**config.mk**
```make
export PLATFORM = sky130hd
export DESIGN_NAME = event_slot_encoder
export DESIGN_NICKNAME = d
export VERILOG_FILES = /design/src/rtl/event_slot_encoder.sv
export SDC_FILE = /design/constraint.sdc
export NUM_CORES = 1
export LEC_CHECK = 0
export BUFFER_PORTS_ARGS = -buffer_cell sky130_fd_sc_hd__buf_2
export CAP_MARGIN = 20
export CORE_AREA = 2 2 52 54
export CTS_CLUSTER_DIAMETER = 40
export DETAILED_ROUTE_END_ITERATION = 10
export DIE_AREA = 0 0 54 56
export PLACE_DENSITY = 0.76
export SYNTH_ARGS = -nofsm -noshare
export SYNTH_HDL_FRONTEND = slang
export SYNTH_SLANG_ARGS = --single-unit
```
**constraint.sdc**
```tcl
create_clock -name clk -period 5.4 [get_ports clk]
set_input_delay 0.27 -clock clk [delete_from_list [all_inputs] [get_ports clk]]
set_output_delay 0.27 -clock clk [all_outputs]
set_load 0.03 [all_outputs]
```
**src/rtl/event_slot_encoder.sv**
```systemverilog
// event_slot_encoder: stamps each rising edge of event_in with the current slot count into a FWFT FIFO
// Ports:
//   clk        - sole clock, rising edge
//   rst        - synchronous active-high reset
//   enable     - advances the slot counter and allows event capture
//   event_in   - event line, rising edges are captured
//   slot       - current slot counter value (registered)
//   code_out   - slot code at the FIFO head, valid while code_valid=1
//   code_valid - FIFO not empty
//   code_ready - consumer accept, pops the head when code_valid=1
//   overflow   - sticky, a capture was dropped on a full FIFO
//   fill       - FIFO occupancy 0..DEPTH
module event_slot_encoder #(
    parameter int WIDTH = 4,
    parameter int DEPTH = 4
) (
    input  logic                     clk,
    input  logic                     rst,
    input  logic                     enable,
    input  logic                     event_in,
    output logic [WIDTH-1:0]         slot,
    output logic [WIDTH-1:0]         code_out,
    output logic                     code_valid,
    input  logic                     code_ready,
    output logic                     overflow,
    output logic [$clog2(DEPTH):0]   fill
);
    localparam int AW = $clog2(DEPTH);
    logic [WIDTH-1:0] slot_q, slot_d;
    logic             event_q;
    logic [WIDTH-1:0] mem_q [DEPTH];
    logic [AW-1:0]    wr_q, rd_q;
    logic [AW:0]      fill_q, fill_d;
    logic             ovf_q;
    logic             push_req, full, pop, push;
    always_comb begin
        push_req = event_in & ~event_q & enable;
        full     = fill_q == (AW+1)'(DEPTH);
        pop      = (fill_q != '0) & code_ready;
        // a pop frees the slot at the same edge, so a full FIFO still accepts the push
        push     = push_req & (~full | pop);
        slot_d   = enable ? slot_q + WIDTH'(1) : slot_q;
        fill_d   = fill_q + (AW+1)'(push) - (AW+1)'(pop);
    end
    always_ff @(posedge clk) begin
        if (rst) begin
            slot_q  <= '0;
            event_q <= 1'b0;
            wr_q    <= '0;
            rd_q    <= '0;
            fill_q  <= '0;
            ovf_q   <= 1'b0;
        end else begin
            slot_q  <= slot_d;
            event_q <= event_in;
            fill_q  <= fill_d;
            // the stored code is the slot value before this edge's increment
            if (push) begin
                mem_q[wr_q] <= slot_q;
                wr_q        <= wr_q + AW'(1);
            end
            if (pop) rd_q <= rd_q + AW'(1);
            if (push_req & full & ~pop) ovf_q <= 1'b1;
        end
    end
    assign slot       = slot_q;
    assign code_out   = mem_q[rd_q];
    assign code_valid = fill_q != '0;
    assign overflow   = ovf_q;
    assign fill       = fill_q;
endmodule

```
==> out/qor.txt, run 1 <==
OUTCOME
-------------------------------------------------------------------------------------------
Run status ................................................................... finished, final reports clean

ROUTE
-------------------------------------------------------------------------------------------
Count of antenna-violating nets left after detailed routing ..................            0
DRC violation count after routing ............................................            0
Number of design-rule violations left by the first detailed-router iteration .           16
Average routed wire per standard cell ........................................      14.5 um
Detailed-route wire length ...................................................      2090 um
Via count of the routed design ...............................................          728
Vias per std cell ............................................................         5.06
Number of detailed-routing iterations run before antenna repair ..............            3

STA
-------------------------------------------------------------------------------------------
Actual transition at the worst max-transition pin ............................     0.400 ns
Max transition margin ........................................................        73.0%
Pins Over Slew Limit .........................................................            0
Unrepaired setup endpoints after global routing ..............................        false
Worst clock skew on the final layout .........................................    0.0109 ns
Final critical path time including I/O delays and setup ......................      2.11 ns
Final Hold Viols .............................................................            0
Fin Hold WS ..................................................................     0.183 ns
Fraction of the cycle the final worst path needs .............................        39.1%
Max Freq .....................................................................    0.474 GHz
Final-layout setup total negative slack ......................................         0 ns
Final setup violation count ..................................................            0

PLACE
-------------------------------------------------------------------------------------------
Total placed cells including tap cells .......................................          136
Placer Congestion ............................................................        0.760
Instance area after placement ................................................   1390 sq um
Placed wire-length estimate after detailed placement .........................      1500 um
Count of buffers from port buffering .........................................           17

POWER AND IR DROP
-------------------------------------------------------------------------------------------
P_int ........................................................................       400 uW
Switching part of the total ..................................................        34.3%
Relative contribution of combinational cells to total power ..................        30.1%
Part of the power in registers ...............................................        50.2%
Worst-case vdd ir drop .......................................................     0.291 mV
Leakage component of the power ...............................................  0.000571 uW
Ratio of total power to cell area ............................................  423 nW/um^2
Clock group share of total power .............................................        19.8%
Net switching power ..........................................................       209 uW

LOGIC SYNTHESIS
-------------------------------------------------------------------------------------------
Post-Synthesis Cells .........................................................           90
Synthesized cell area ........................................................   1270 sq um
Unique cell type count in the Yosys netlist ..................................           25
Per-instance average area after synthesis ....................................   14.1 sq um
Total number of yosys warnings ...............................................            0
Seq/Total Area, Yosys ........................................................        61.4%
Number of flip-flops and latches in the synthesized netlist ..................           31
Net Count, Synth .............................................................          102

CLOCK TREE
-------------------------------------------------------------------------------------------
Number of buffers added for setup after CTS ..................................            0
Skew-Pair Late Insertion Delay ...............................................      0.32 ns
Number of cells upsized or downsized after cts ...............................            0
Root cell of the clock tree .................................................. sky130_fd_sc_hd__clkbuf_4
Hold-fix buffers, CTS ........................................................            0
Buffer depth of the longest clock path .......................................            2
Clock-pin transition on the worst setup and hold timing paths ................      0.09 ns
Num CTS Buffers ..............................................................            5
CTS tree .....................................................................         done
Number of clock sinks seen by CTS ............................................           31
H-tree level count ...........................................................            2

WORST SETUP PATH
-------------------------------------------------------------------------------------------
Worst setup path startpoint ..................................................      fill[1]
Data arrival time at the worst-slack endpoint ................................      2.32 ns
Highest fanout seen on the critical path .....................................            7
Reg-to-Reg Start .............................................................      fill[1]
Required time worst endpoint .................................................      5.61 ns
Delay of the slowest critical-path stage .....................................      0.42 ns
Worst Setup Start Kind .......................................................     register
CP max-delay cell ............................................................ sky130_fd_sc_hd__fa_1
Kind of end point of the critical path .......................................     register
Series of cell instances along the critical path ............................. o31a_1, or3_1, nand2_1, ha_1, fa_1, nor2b_1
Start-to-end type of the worst setup path ....................................   reg -> reg

JOB
-------------------------------------------------------------------------------------------
Number of max-cap violations .................................................            0

GRT
-------------------------------------------------------------------------------------------
All-Layer GR Usage ...........................................................        17.2%
First-pass GRT wire length ...................................................      3570 um
Total global routing overflow ................................................            0
Largest net degree at the start of global routing ............................           18
Via count of the first global-routing pass ...................................          772
Number of antenna violations at the first check in global routing ............            0

HOLD PATH
-------------------------------------------------------------------------------------------
Hold path start ..............................................................     event_in
Class of the most critical hold timing path ..................................    in -> reg

FLOORPLAN
-------------------------------------------------------------------------------------------
Horizontal extent of the die .................................................        54 um
Die outline area .............................................................   3020 sq um
Height of the die ............................................................        56 um
Starting utilization of the core area ........................................        52.3%
Core Area ....................................................................   2430 sq um
I/O pin count ................................................................           18
Cell row count ...............................................................           18

CELLS AND AREA
-------------------------------------------------------------------------------------------
Fraction of final layout cells sized beyond drive strength 1 .................        26.3%
Signed area change from the synthesized netlist to the final layout ..........        13.3%
Final antenna diode count ....................................................            0
Post-Route Utilization .......................................................        59.2%
Final net count ..............................................................          125
Final Instance Count excl. Fillers ...........................................          144
Non-Filler Cell Area, Final ..................................................   1440 sq um

path summary, 6_finish.rpt:
kind | end | slack, ns | cells past startpoint
worst min-delay path | event_q | 0.18 | 2
worst min register to register | overflow | 0.47 | 2
worst max register to register | fill[1] | 3.29 | 6
worst max-delay path | fill[1] | 3.29 | 6
state kept, by name, indices dropped and copies added, names as in the netlist, named ones only:
name,flops
fill,3
slot,4
rd_q,2
event_q,1
wr_q,2
overflow,1
mem_q,16
cell type report:
class / instances / area (sq um)
Tap cell: 30 / 37.5
Fill cell: 208 / 992
Multi-Input combinational cell: 54 / 472
Timing Repair Buffer: 17 / 85.1
Sequential cell: 31 / 781
Clock inverter: 2 / 8.76
Clock buffer: 6 / 41.3
Inverter: 4 / 15.0
kinds of logic after synthesis:
group           synth area share [%]
mux                             9.55
simple gates                    13.5
flops                           61.4
compound gates                  1.77
fa+ha+maj                       7.48
buf+inv                         1.48
xor+xnor                        4.82
layout by cell type (no fill, tap or decap), types with 2 or more instances in the layout:
cell / n
sky130_fd_sc_hd__buf_2: 17
sky130_fd_sc_hd__nand2b_1: 3
sky130_fd_sc_hd__and2_1: 4
sky130_fd_sc_hd__xor2_1: 3
sky130_fd_sc_hd__ha_1: 6
sky130_fd_sc_hd__nor2b_1: 3
sky130_fd_sc_hd__dfxtp_1: 15
sky130_fd_sc_hd__edfxtp_1: 16
sky130_fd_sc_hd__clkbuf_4: 5
sky130_fd_sc_hd__nor2_1: 11
sky130_fd_sc_hd__mux4_2: 4
sky130_fd_sc_hd__nand2_1: 3
sky130_fd_sc_hd__mux2i_1: 2
sky130_fd_sc_hd__inv_1: 4
sky130_fd_sc_hd__xnor2_1: 4
per-layer routing:
metal | track usage, % | up-vias | routed length (um)
li1 | - | 366 | -
met1 | 19.8 | 340 | 858
met2 | 27.4 | 17 | 1090
met3 | 6.45 | 5 | 108
met4 | 8.57 | 0 | 28
met5 | 0 | - | 0
Yosys cell counts:
library cell	count	area, sq um
sky130_fd_sc_hd__dfxtp_1	15	300
sky130_fd_sc_hd__nand2_1	3	11.3
sky130_fd_sc_hd__nor2_1	11	41.3
sky130_fd_sc_hd__mux4_2	4	90.1
sky130_fd_sc_hd__o31a_1	1	8.76
sky130_fd_sc_hd__nand4_1	1	6.26
sky130_fd_sc_hd__ha_1	6	75.1
sky130_fd_sc_hd__nand2b_1	3	18.8
sky130_fd_sc_hd__nand3b_1	1	7.51
sky130_fd_sc_hd__mux2i_1	2	20.0
sky130_fd_sc_hd__a21oi_1	1	5.00
sky130_fd_sc_hd__inv_1	4	15.0
sky130_fd_sc_hd__or3_1	1	6.26
sky130_fd_sc_hd__xnor2_1	4	35.0
sky130_fd_sc_hd__fa_1	1	20.0
sky130_fd_sc_hd__and2_1	4	25.0
sky130_fd_sc_hd__xor2_1	3	26.3
sky130_fd_sc_hd__edfxtp_1	16	480
sky130_fd_sc_hd__o311ai_0	1	8.76
sky130_fd_sc_hd__mux2_2	1	11.3
sky130_fd_sc_hd__clkbuf_1	1	3.75
sky130_fd_sc_hd__or3_2	1	7.51
sky130_fd_sc_hd__nor4b_4	1	23.8
sky130_fd_sc_hd__nor3_1	1	5.00
sky130_fd_sc_hd__nor2b_1	3	18.8
worst max-delay path: cells and delay by family (launching register included):
kind | cells | cell delay (ns)
AND/OR/NAND/NOR | 3 | 0.64
adder cells (fa/ha/maj) | 2 | 0.59
flip-flops | 1 | 0.39
AO/OA/AOI/OAI | 1 | 0.38
power by group through the flow:
stage | Clock [uW] | Combinational [uW] | Sequential, uW
3_3_place_gp | 0 | 177 | 310
3_5_place_dp | 0 | 183 | 311
4_1_cts | 123 | 185 | 306
6_report | 120 | 183 | 305
2_1_floorplan | 0 | 123 | 324
5_1_grt | 133 | 199 | 312
stage by stage:
step,total power (uW),setup WS [ns]
floorplan,447,3.34
global placement,486,3.42
detailed placement,494,3.36
CTS,615,3.31
global route,643,3.18
finish,609,3.29
Power figures use the tool's default switching activity.
==> run 2, diff against run 1 <==
- ABC_AREA: default -> 1
- CORE_AREA: 2 2 52 54 -> 2 2 56 58
- DIE_AREA: 0 0 54 56 -> 0 0 58 60
- PLACE_DENSITY: 0.76 -> 0.74
- clock period: 5.4 -> 1.75 ns (I/O delays scaled with it)
==> run 2 against run 1 <==
Compared with the run above: sequential power grew to 3.1 times the previous value; worst hold slack lost 0.12 ns; clock skew fell by 0.0011 ns; global-route usage down 0.89 points; sequential share of layout area down 6.9 points; die area grew 15%.
==> out/qor.txt, run 2 <==
CELLS AND AREA
-------------------------------------------------------------------------------------------
Fraction of final layout cells sized beyond drive strength 1 .................        32.7%   was 26.3%
Final Instance Count excl. Fillers ...........................................          201   was 144
Final net count ..............................................................          179   was 125
Signed area change from the synthesized netlist to the final layout ..........        21.7%   was 13.3%
Top library cells by usage in the layout, fill and taps aside ................ 22 x sky130_fd_sc_hd__nor2_1, 17 x sky130_fd_sc_hd__buf_2, 16 x sky130_fd_sc_hd__edfxtp_1   was 17 x sky130_fd_sc_hd__buf_2, 16 x sky130_fd_sc_hd__edfxtp_1, 15 x sky130_fd_sc_hd__dfxtp_1
Area used by sequential logic in the layout ..................................    790 sq um   was 781 sq um
Final antenna diode count ....................................................            0   unchanged
Area of combinational cells with multiple inputs .............................    538 sq um   was 472 sq um
Layout fillers ...............................................................          245   was 208
Max FFs per register .........................................................           16   unchanged
Most common cell after layout, fill and taps aside ........................... sky130_fd_sc_hd__nor2_1   was sky130_fd_sc_hd__buf_2
Post-Route Utilization .......................................................        57.5%   was 59.2%
Top reg by flops .............................................................        mem_q   unchanged

POWER AND IR DROP
-------------------------------------------------------------------------------------------
Worst-case vdd ir drop .......................................................      1.28 mV   was 0.291 mV
Leakage component of the power ...............................................  0.000705 uW   was 0.000571 uW
Ratio of total power to cell area ............................................ 1410 nW/um^2   was 423 nW/um^2

WORST SETUP PATH
-------------------------------------------------------------------------------------------
Worst Setup Start Kind .......................................................     register   unchanged
Delay of the slowest critical-path stage .....................................      0.53 ns   was 0.42 ns
Required time worst endpoint .................................................      2.02 ns   was 5.61 ns
Worst setup path startpoint ..................................................      fill[0]   was fill[1]
Highest fanout seen on the critical path .....................................            4   was 7
Number of buffer and inverter instances along the worst setup path ...........            2   was 0
Reg-to-Reg Start .............................................................      fill[0]   was fill[1]
Series of cell instances along the critical path ............................. nor2_4, nand2_4, nand2_4, inv_2, nand2_2, nand2_1, ha_2, fa_2, inv_2, nor2_2   was o31a_1, or3_1, nand2_1, ha_1, fa_1, nor2b_1
CP max-delay cell ............................................................ sky130_fd_sc_hd__fa_2   was sky130_fd_sc_hd__fa_1
Data arrival time at the worst-slack endpoint ................................      2.01 ns   was 2.32 ns
CP delay by family, top ......................................................  adder cells   was simple AND/OR/NAND/NOR gates
Reg-to-reg slack, setup ......................................................     0.006 ns   was 3.29 ns
Kind of end point of the critical path .......................................     register   unchanged
Start-to-end type of the worst setup path ....................................   reg -> reg   unchanged

LOGIC SYNTHESIS
-------------------------------------------------------------------------------------------
Total number of yosys warnings ...............................................            0   unchanged
Seq/Total Area, Yosys ........................................................        57.0%   was 61.4%
Cell type with the highest aggregate area in the netlist ..................... sky130_fd_sc_hd__edfxtp_1   unchanged
Async SR Flop Fraction .......................................................           0%   unchanged
Net Count, Synth .............................................................          148   was 102
Synthesized cell area ........................................................   1370 sq um   was 1270 sq um
Prevailing post-synth register cell .......................................... sky130_fd_sc_hd__edfxtp_1   unchanged
Post-synth EDFFs .............................................................           16   unchanged
Area fraction of the dominant cell type after synthesis ......................        35.1%   was 37.8%
Post-Synthesis Cells .........................................................          136   was 90
Most numerous cell in the Yosys netlist ...................................... sky130_fd_sc_hd__nor2_1   was sky130_fd_sc_hd__edfxtp_1
Per-instance average area after synthesis ....................................   10.1 sq um   was 14.1 sq um
Number of flip-flops and latches in the synthesized netlist ..................           31   unchanged
Unique cell type count in the Yosys netlist ..................................           23   was 25
Synth cell count leaders ..................................................... 23 x sky130_fd_sc_hd__nor2_1, 16 x sky130_fd_sc_hd__edfxtp_1, 16 x sky130_fd_sc_hd__inv_1   was 16 x sky130_fd_sc_hd__edfxtp_1, 15 x sky130_fd_sc_hd__dfxtp_1, 11 x sky130_fd_sc_hd__nor2_1
Top area cells in the synthesized netlist .................................... sky130_fd_sc_hd__edfxtp_1 35%, sky130_fd_sc_hd__dfxtp_1 22%, sky130_fd_sc_hd__nor2_1 6.3%   was sky130_fd_sc_hd__edfxtp_1 38%, sky130_fd_sc_hd__dfxtp_1 24%, sky130_fd_sc_hd__mux4_2 7.1%

CLOCK TREE
-------------------------------------------------------------------------------------------
Buffer depth of the longest clock path .......................................            2   unchanged
Root cell of the clock tree .................................................. sky130_fd_sc_hd__clkbuf_4   unchanged
CTS tree .....................................................................         done   unchanged
H-tree level count ...........................................................            2   unchanged
Num CTS Buffers ..............................................................            5   unchanged
Clock-pin transition on the worst setup and hold timing paths ................      0.10 ns   was 0.09 ns
Skew-Pair Late Insertion Delay ...............................................      0.34 ns   was 0.32 ns
Number of clock sinks seen by CTS ............................................           31   unchanged

ROUTE
-------------------------------------------------------------------------------------------
Average routed wire per standard cell ........................................      12.4 um   was 14.5 um
Count of antenna-violating nets left after detailed routing ..................            0   unchanged
DRC violation count after routing ............................................            0   unchanged
Detailed-route wire length ...................................................      2500 um   was 2090 um
Number of design-rule violations left by the first detailed-router iteration .           35   was 16
Vias per std cell ............................................................         5.06   about the same
Number of detailed-routing iterations run before antenna repair ..............            4   was 3
Via count of the routed design ...............................................         1018   was 728

STA
-------------------------------------------------------------------------------------------
Max Freq .....................................................................    0.574 GHz   was 0.474 GHz
Unrepaired setup endpoints after global routing ..............................         true   was false
Final critical path time including I/O delays and setup ......................      1.74 ns   was 2.11 ns
Worst clock skew on the final layout .........................................   0.00978 ns   was 0.0109 ns
Fin Hold WS ..................................................................    0.0598 ns   was 0.183 ns
Actual transition at the worst max-transition pin ............................     0.442 ns   was 0.400 ns
Fraction of the cycle the final worst path needs .............................        99.6%   was 39.1%
Final Hold Viols .............................................................            0   unchanged
Slack of the critical path ...................................................   0.00642 ns   was 3.29 ns
Pins Over Slew Limit .........................................................            0   unchanged
Final setup violation count ..................................................            0   unchanged
Max transition margin ........................................................        70.4%   was 73.0%

PLACE
-------------------------------------------------------------------------------------------
Placer Congestion ............................................................        0.856   was 0.760
Placed wire-length estimate after detailed placement .........................      1670 um   was 1500 um
Total placed cells including tap cells .......................................          185   was 136
Pre-CTS setup slack ..........................................................    0.0407 ns   was 3.36 ns
Count of buffers from port buffering .........................................           17   unchanged

GRT
-------------------------------------------------------------------------------------------
Via count of the first global-routing pass ...................................          908   was 772
First-pass GRT wire length ...................................................      3990 um   was 3570 um
Number of antenna violations at the first check in global routing ............            0   unchanged
Largest net degree at the start of global routing ............................           12   was 18
All-Layer GR Usage ...........................................................        16.3%   was 17.2%
Total global routing overflow ................................................            0   unchanged

FLOORPLAN
-------------------------------------------------------------------------------------------
Die outline area .............................................................   3480 sq um   was 3020 sq um
Core Area ....................................................................   2900 sq um   was 2430 sq um
I/O pin count ................................................................           18   unchanged
Cell row count ...............................................................           20   was 18
Height of the die ............................................................        60 um   was 56 um
Horizontal extent of the die .................................................        58 um   was 54 um
Starting utilization of the core area ........................................        47.2%   was 52.3%

HOLD PATH
-------------------------------------------------------------------------------------------
Hold path start ..............................................................       enable   was event_in
Class of the most critical hold timing path ..................................    in -> reg   unchanged

JOB
-------------------------------------------------------------------------------------------
Number of max-cap violations .................................................            0   unchanged

OUTCOME
-------------------------------------------------------------------------------------------
Run status ................................................................... finished, final reports clean   unchanged

-- run 2: worst paths after layout --
check	end	cells after the start
worst max-delay path	fill[1]	10
worst min-delay path	slot[2]	3
worst max register to register	fill[1]	10
worst min register to register	overflow	2
-- run 2: per-stage QoR --
step | power, uW | setup TNS (ns) | area [sq um]
floorplan | 1470 | 0 | 1380
global placement | 1620 | 0 | 1510
detailed placement | 1650 | 0 | 1510
CTS | 2240 | 0 | 1620
global route | 2480 | -0.0802 | 1670
finish | 2350 | 0 | 1670
-- run 2: timing repair --
item	4_1_cts	5_1_grt
setup buffers	2	5
pin swaps	1	9
endpoints found under the setup margin	1	2
gates cloned	0	0
hold buffers	1	0
endpoints found under the hold margin	1	0
resized for setup	3	7
-- run 2: worst register-to-register path, stage by stage (launching register included) --
cell and delay [ns]:
sky130_fd_sc_hd__dfxtp_4 0.36, sky130_fd_sc_hd__nor2_4 0.15, sky130_fd_sc_hd__nand2_4 0.08, sky130_fd_sc_hd__nand2_4 0.07, sky130_fd_sc_hd__inv_2 0.04, sky130_fd_sc_hd__nand2_2 0.06, sky130_fd_sc_hd__nand2_1 0.06, sky130_fd_sc_hd__ha_2 0.19
sky130_fd_sc_hd__fa_2 0.53, sky130_fd_sc_hd__inv_2 0.04, sky130_fd_sc_hd__nor2_2 0.09
-- run 2: routing by layer --
metal,GRT usage [%],up-vias,wire length (um)
met5,0,-,0
met4,9.63,0,53
met3,6.93,5,158
met2,27.4,28,1300
met1,17.1,476,989
li1,-,509,-
-- run 2: kinds of logic after synthesis --
kind of cell / synth area share, %
compound gates: 7.67
xor+xnor: 0.639
fa+ha+maj: 6.94
buf+inv: 5.57
flops: 57.0
simple gates: 22.2
-- run 2: report_power, final --
group	total [uW]	internal, uW	leakage [uW]	switching (uW)
combinational	878	340	0.000384	539
sequential	934	847	0.000278	87.0
clock	534	293	0.0000426	240
total	2350	1480	0.000705	866
-- run 2: final cells by class --
type	count	area share, %
flip-flops and latches	31	47.3
multi-input cells	85	32.3
repair buffers	26	9.30
inverters	18	4.05
well taps	33	2.48
clock inverters	3	2.33
clock buffers	5	2.25
==> run 3, diff against run 2 <==
- PLACE_DENSITY: 0.74 -> 0.71
==> run 3 against run 2 <==
Compared with the run above: final cell count shrank 0.50%; count of clock-buffer cells in the layout grew 1; flip-flop and latch count is the same; largest power group unchanged; first-iteration DRC count shrank 8.6%; worst hold slack gained 0.028 ns; critical path type unchanged; clock skew shrank 0.0031 ns; sequential share of layout area grew 0.75 points; worst setup slack gained 0.036 ns; sequential power shrank 0.4%; clock power shrank 29%; die area is the same; register-to-register slack gained 0.04 ns.
==> out/qor.txt, run 3 (synthesized netlist as in run 2, its figures left out) <==
CLOCK TREE
-------------------------------------------------------------------------------------------
Num CTS Buffers ..............................................................            5   unchanged
H-tree level count ...........................................................            2   unchanged
Buffer depth of the longest clock path .......................................            2   unchanged
Root cell of the clock tree .................................................. sky130_fd_sc_hd__clkbuf_4   unchanged
Number of clock sinks seen by CTS ............................................           31   unchanged
CTS tree .....................................................................         done   unchanged
Skew-Pair Late Insertion Delay ...............................................      0.32 ns   was 0.34 ns
Clock-pin transition on the worst setup and hold timing paths ................      0.09 ns   was 0.10 ns

GRT
-------------------------------------------------------------------------------------------
First-pass GRT wire length ...................................................      3850 um   was 3990 um
All-Layer GR Usage ...........................................................        15.3%   was 16.3%
Largest net degree at the start of global routing ............................           12   unchanged
Via count of the first global-routing pass ...................................          949   was 908
Number of antenna violations at the first check in global routing ............            0   unchanged
Total global routing overflow ................................................            0   unchanged

STA
-------------------------------------------------------------------------------------------
Worst clock skew on the final layout .........................................   0.00671 ns   was 0.00978 ns
Final-layout setup total negative slack ......................................         0 ns   unchanged
Final setup violation count ..................................................            0   unchanged
Final critical path time including I/O delays and setup ......................      1.71 ns   was 1.74 ns
Fraction of the cycle the final worst path needs .............................        97.6%   was 99.6%
Actual transition at the worst max-transition pin ............................     0.387 ns   was 0.442 ns
Max transition margin ........................................................        74.1%   was 70.4%
Final Hold Viols .............................................................            0   unchanged
Pins Over Slew Limit .........................................................            0   unchanged
Fin Hold WS ..................................................................    0.0874 ns   was 0.0598 ns
Max Freq .....................................................................    0.586 GHz   was 0.574 GHz

PLACE
-------------------------------------------------------------------------------------------
Placed wire-length estimate after detailed placement .........................      1730 um   was 1670 um
Count of buffers from port buffering .........................................           17   unchanged
Placer Congestion ............................................................        0.829   was 0.856

FLOORPLAN
-------------------------------------------------------------------------------------------
Starting utilization of the core area ........................................        47.2%   unchanged
Horizontal extent of the die .................................................        58 um   unchanged
Height of the die ............................................................        60 um   unchanged
Core Area ....................................................................   2900 sq um   unchanged
Cell row count ...............................................................           20   unchanged
I/O pin count ................................................................           18   unchanged
Die outline area .............................................................   3480 sq um   unchanged

WORST SETUP PATH
-------------------------------------------------------------------------------------------
Start-to-end type of the worst setup path ....................................   reg -> reg   unchanged
Reg-to-Reg Start .............................................................      fill[1]   was fill[0]
Reg2reg path depth ...........................................................           11   was 10
Required time worst endpoint .................................................      1.97 ns   was 2.02 ns
Worst Setup Start Kind .......................................................     register   unchanged
Data arrival time at the worst-slack endpoint ................................      1.93 ns   was 2.01 ns
Kind of end point of the critical path .......................................     register   unchanged
Highest fanout seen on the critical path .....................................            3   was 4
Capture instance of the worst register-to-register path ......................      fill[2]   was fill[1]
Worst setup path startpoint ..................................................      fill[1]   was fill[0]
Reg-to-reg slack, setup ......................................................      0.04 ns   was 0.006 ns

HOLD PATH
-------------------------------------------------------------------------------------------
Cells on Worst Hold Path .....................................................            3   unchanged
Hold path start ..............................................................       enable   unchanged
Worst hold endpoint ..........................................................      slot[0]   was slot[2]
Class of the most critical hold timing path ..................................    in -> reg   unchanged

ROUTE
-------------------------------------------------------------------------------------------
Highest routed layer .........................................................         met4   unchanged
Number of detailed-routing iterations run before antenna repair ..............            3   was 4
Vias per std cell ............................................................         4.94   was 5.06
DRC violation count after routing ............................................            0   unchanged
Met2 WL post-DR ..............................................................      1260 um   was 1300 um
Post-route met1 wirelength ...................................................      1020 um   was 989 um
Met3 routed wirelength .......................................................       112 um   was 158 um
Average routed wire per standard cell ........................................      12.2 um   was 12.4 um
Count of antenna-violating nets left after detailed routing ..................            0   unchanged
Via count of the routed design ...............................................          988   was 1018
Number of design-rule violations left by the first detailed-router iteration .           32   was 35
Detailed-route wire length ...................................................      2440 um   was 2500 um

POWER AND IR DROP
-------------------------------------------------------------------------------------------
Leakage component of the power ...............................................  0.000692 uW   was 0.000705 uW
Ratio of total power to cell area ............................................ 1310 nW/um^2   was 1410 nW/um^2
Worst-case vdd ir drop .......................................................      1.22 mV   was 1.28 mV

JOB
-------------------------------------------------------------------------------------------
Number of max-cap violations .................................................            0   unchanged

OUTCOME
-------------------------------------------------------------------------------------------
Run status ................................................................... finished, final reports clean   unchanged

CELLS AND AREA
-------------------------------------------------------------------------------------------
Final net count ..............................................................          178   was 179
Top library cells by usage in the layout, fill and taps aside ................ 23 x sky130_fd_sc_hd__nor2_1, 17 x sky130_fd_sc_hd__buf_2, 16 x sky130_fd_sc_hd__inv_1, 16 x sky130_fd_sc_hd__edfxtp_1   was 22 x sky130_fd_sc_hd__nor2_1, 17 x sky130_fd_sc_hd__buf_2, 16 x sky130_fd_sc_hd__edfxtp_1
Signed area change from the synthesized netlist to the final layout ..........        19.5%   was 21.7%
Final antenna diode count ....................................................            0   unchanged
Fraction of final layout cells sized beyond drive strength 1 .................        30.5%   was 32.7%
Most common cell after layout, fill and taps aside ........................... sky130_fd_sc_hd__nor2_1   unchanged
Top reg by flops .............................................................        mem_q   unchanged
Max FFs per register .........................................................           16   unchanged

run 3: timing repair:
item | 4_1_cts | 5_1_grt
hold buffers | 1 | 0
endpoints found under the hold margin | 1 | 0
setup buffers | 0 | 6
setup endpoints to repair | 0 | 2
gates resized for setup | 0 | 7
run 3: worst max path at each step:
stage	end	slack (ns)
after floorplan	fill[2]	0.006
after detailed placement	fill[2]	0.05
after global routing	fill[2]	-0.05
final	fill[2]	0.04
after global placement	fill[2]	0.11
after CTS	fill[2]	0.03
run 3: final cells by class:
cell class | instances | area, sq um
Fill cell | 249 | 1270
Sequential cell | 31 | 787
Multi-Input combinational cell | 85 | 543
Timing Repair Buffer | 25 | 148
Inverter | 18 | 67.6
Clock buffer | 6 | 41.3
Tap cell | 33 | 41.3
Clock inverter | 2 | 8.76
run 3: power by group:
group	leakage (uW)	switching (uW)	internal (uW)
combinational	0.000385	523	313
clock	0.0000297	228	151
sequential	0.000278	88.4	842
run 3: worst max-delay path, stage by stage, from the launching register on:
cell and delay [ns]:
sky130_fd_sc_hd__dfxtp_4 0.36, sky130_fd_sc_hd__nor2_4 0.15, sky130_fd_sc_hd__nand2_4 0.09, sky130_fd_sc_hd__nand2_4 0.08, sky130_fd_sc_hd__inv_2 0.04, sky130_fd_sc_hd__nand2_2 0.07, sky130_fd_sc_hd__nand2_2 0.06, sky130_fd_sc_hd__ha_4 0.15
sky130_fd_sc_hd__fa_1 0.35, sky130_fd_sc_hd__inv_1 0.09, sky130_fd_sc_hd__and2_4 0.13, sky130_fd_sc_hd__nor2_1 0.03
run 3: through the flow:
step / power (uW) / instances / utilization [%] / setup slack (ns) / area [sq um]
2_1_floorplan: 1470 / 136 / - / 0.00602 / 1380
3_3_place_gp: 1620 / 185 / 51.9 / 0.112 / 1510
3_5_place_dp: 1650 / 185 / 51.9 / 0.0474 / 1510
4_1_cts: 2030 / 194 / 54.0 / 0.0301 / 1570
5_1_grt: 2290 / 200 / 56.4 / -0.0483 / 1640
6_report: 2150 / 200 / 56.4 / 0.0428 / 1640
run 3: routing by layer:
| metal | global-route usage, % | vias up |
|---|---|---|
| met4 | 6.98 | 0 |
| met2 | 26.8 | 15 |
| li1 | - | 506 |
| met5 | 0 | - |
| met1 | 16.1 | 462 |
| met3 | 6.06 | 5 |
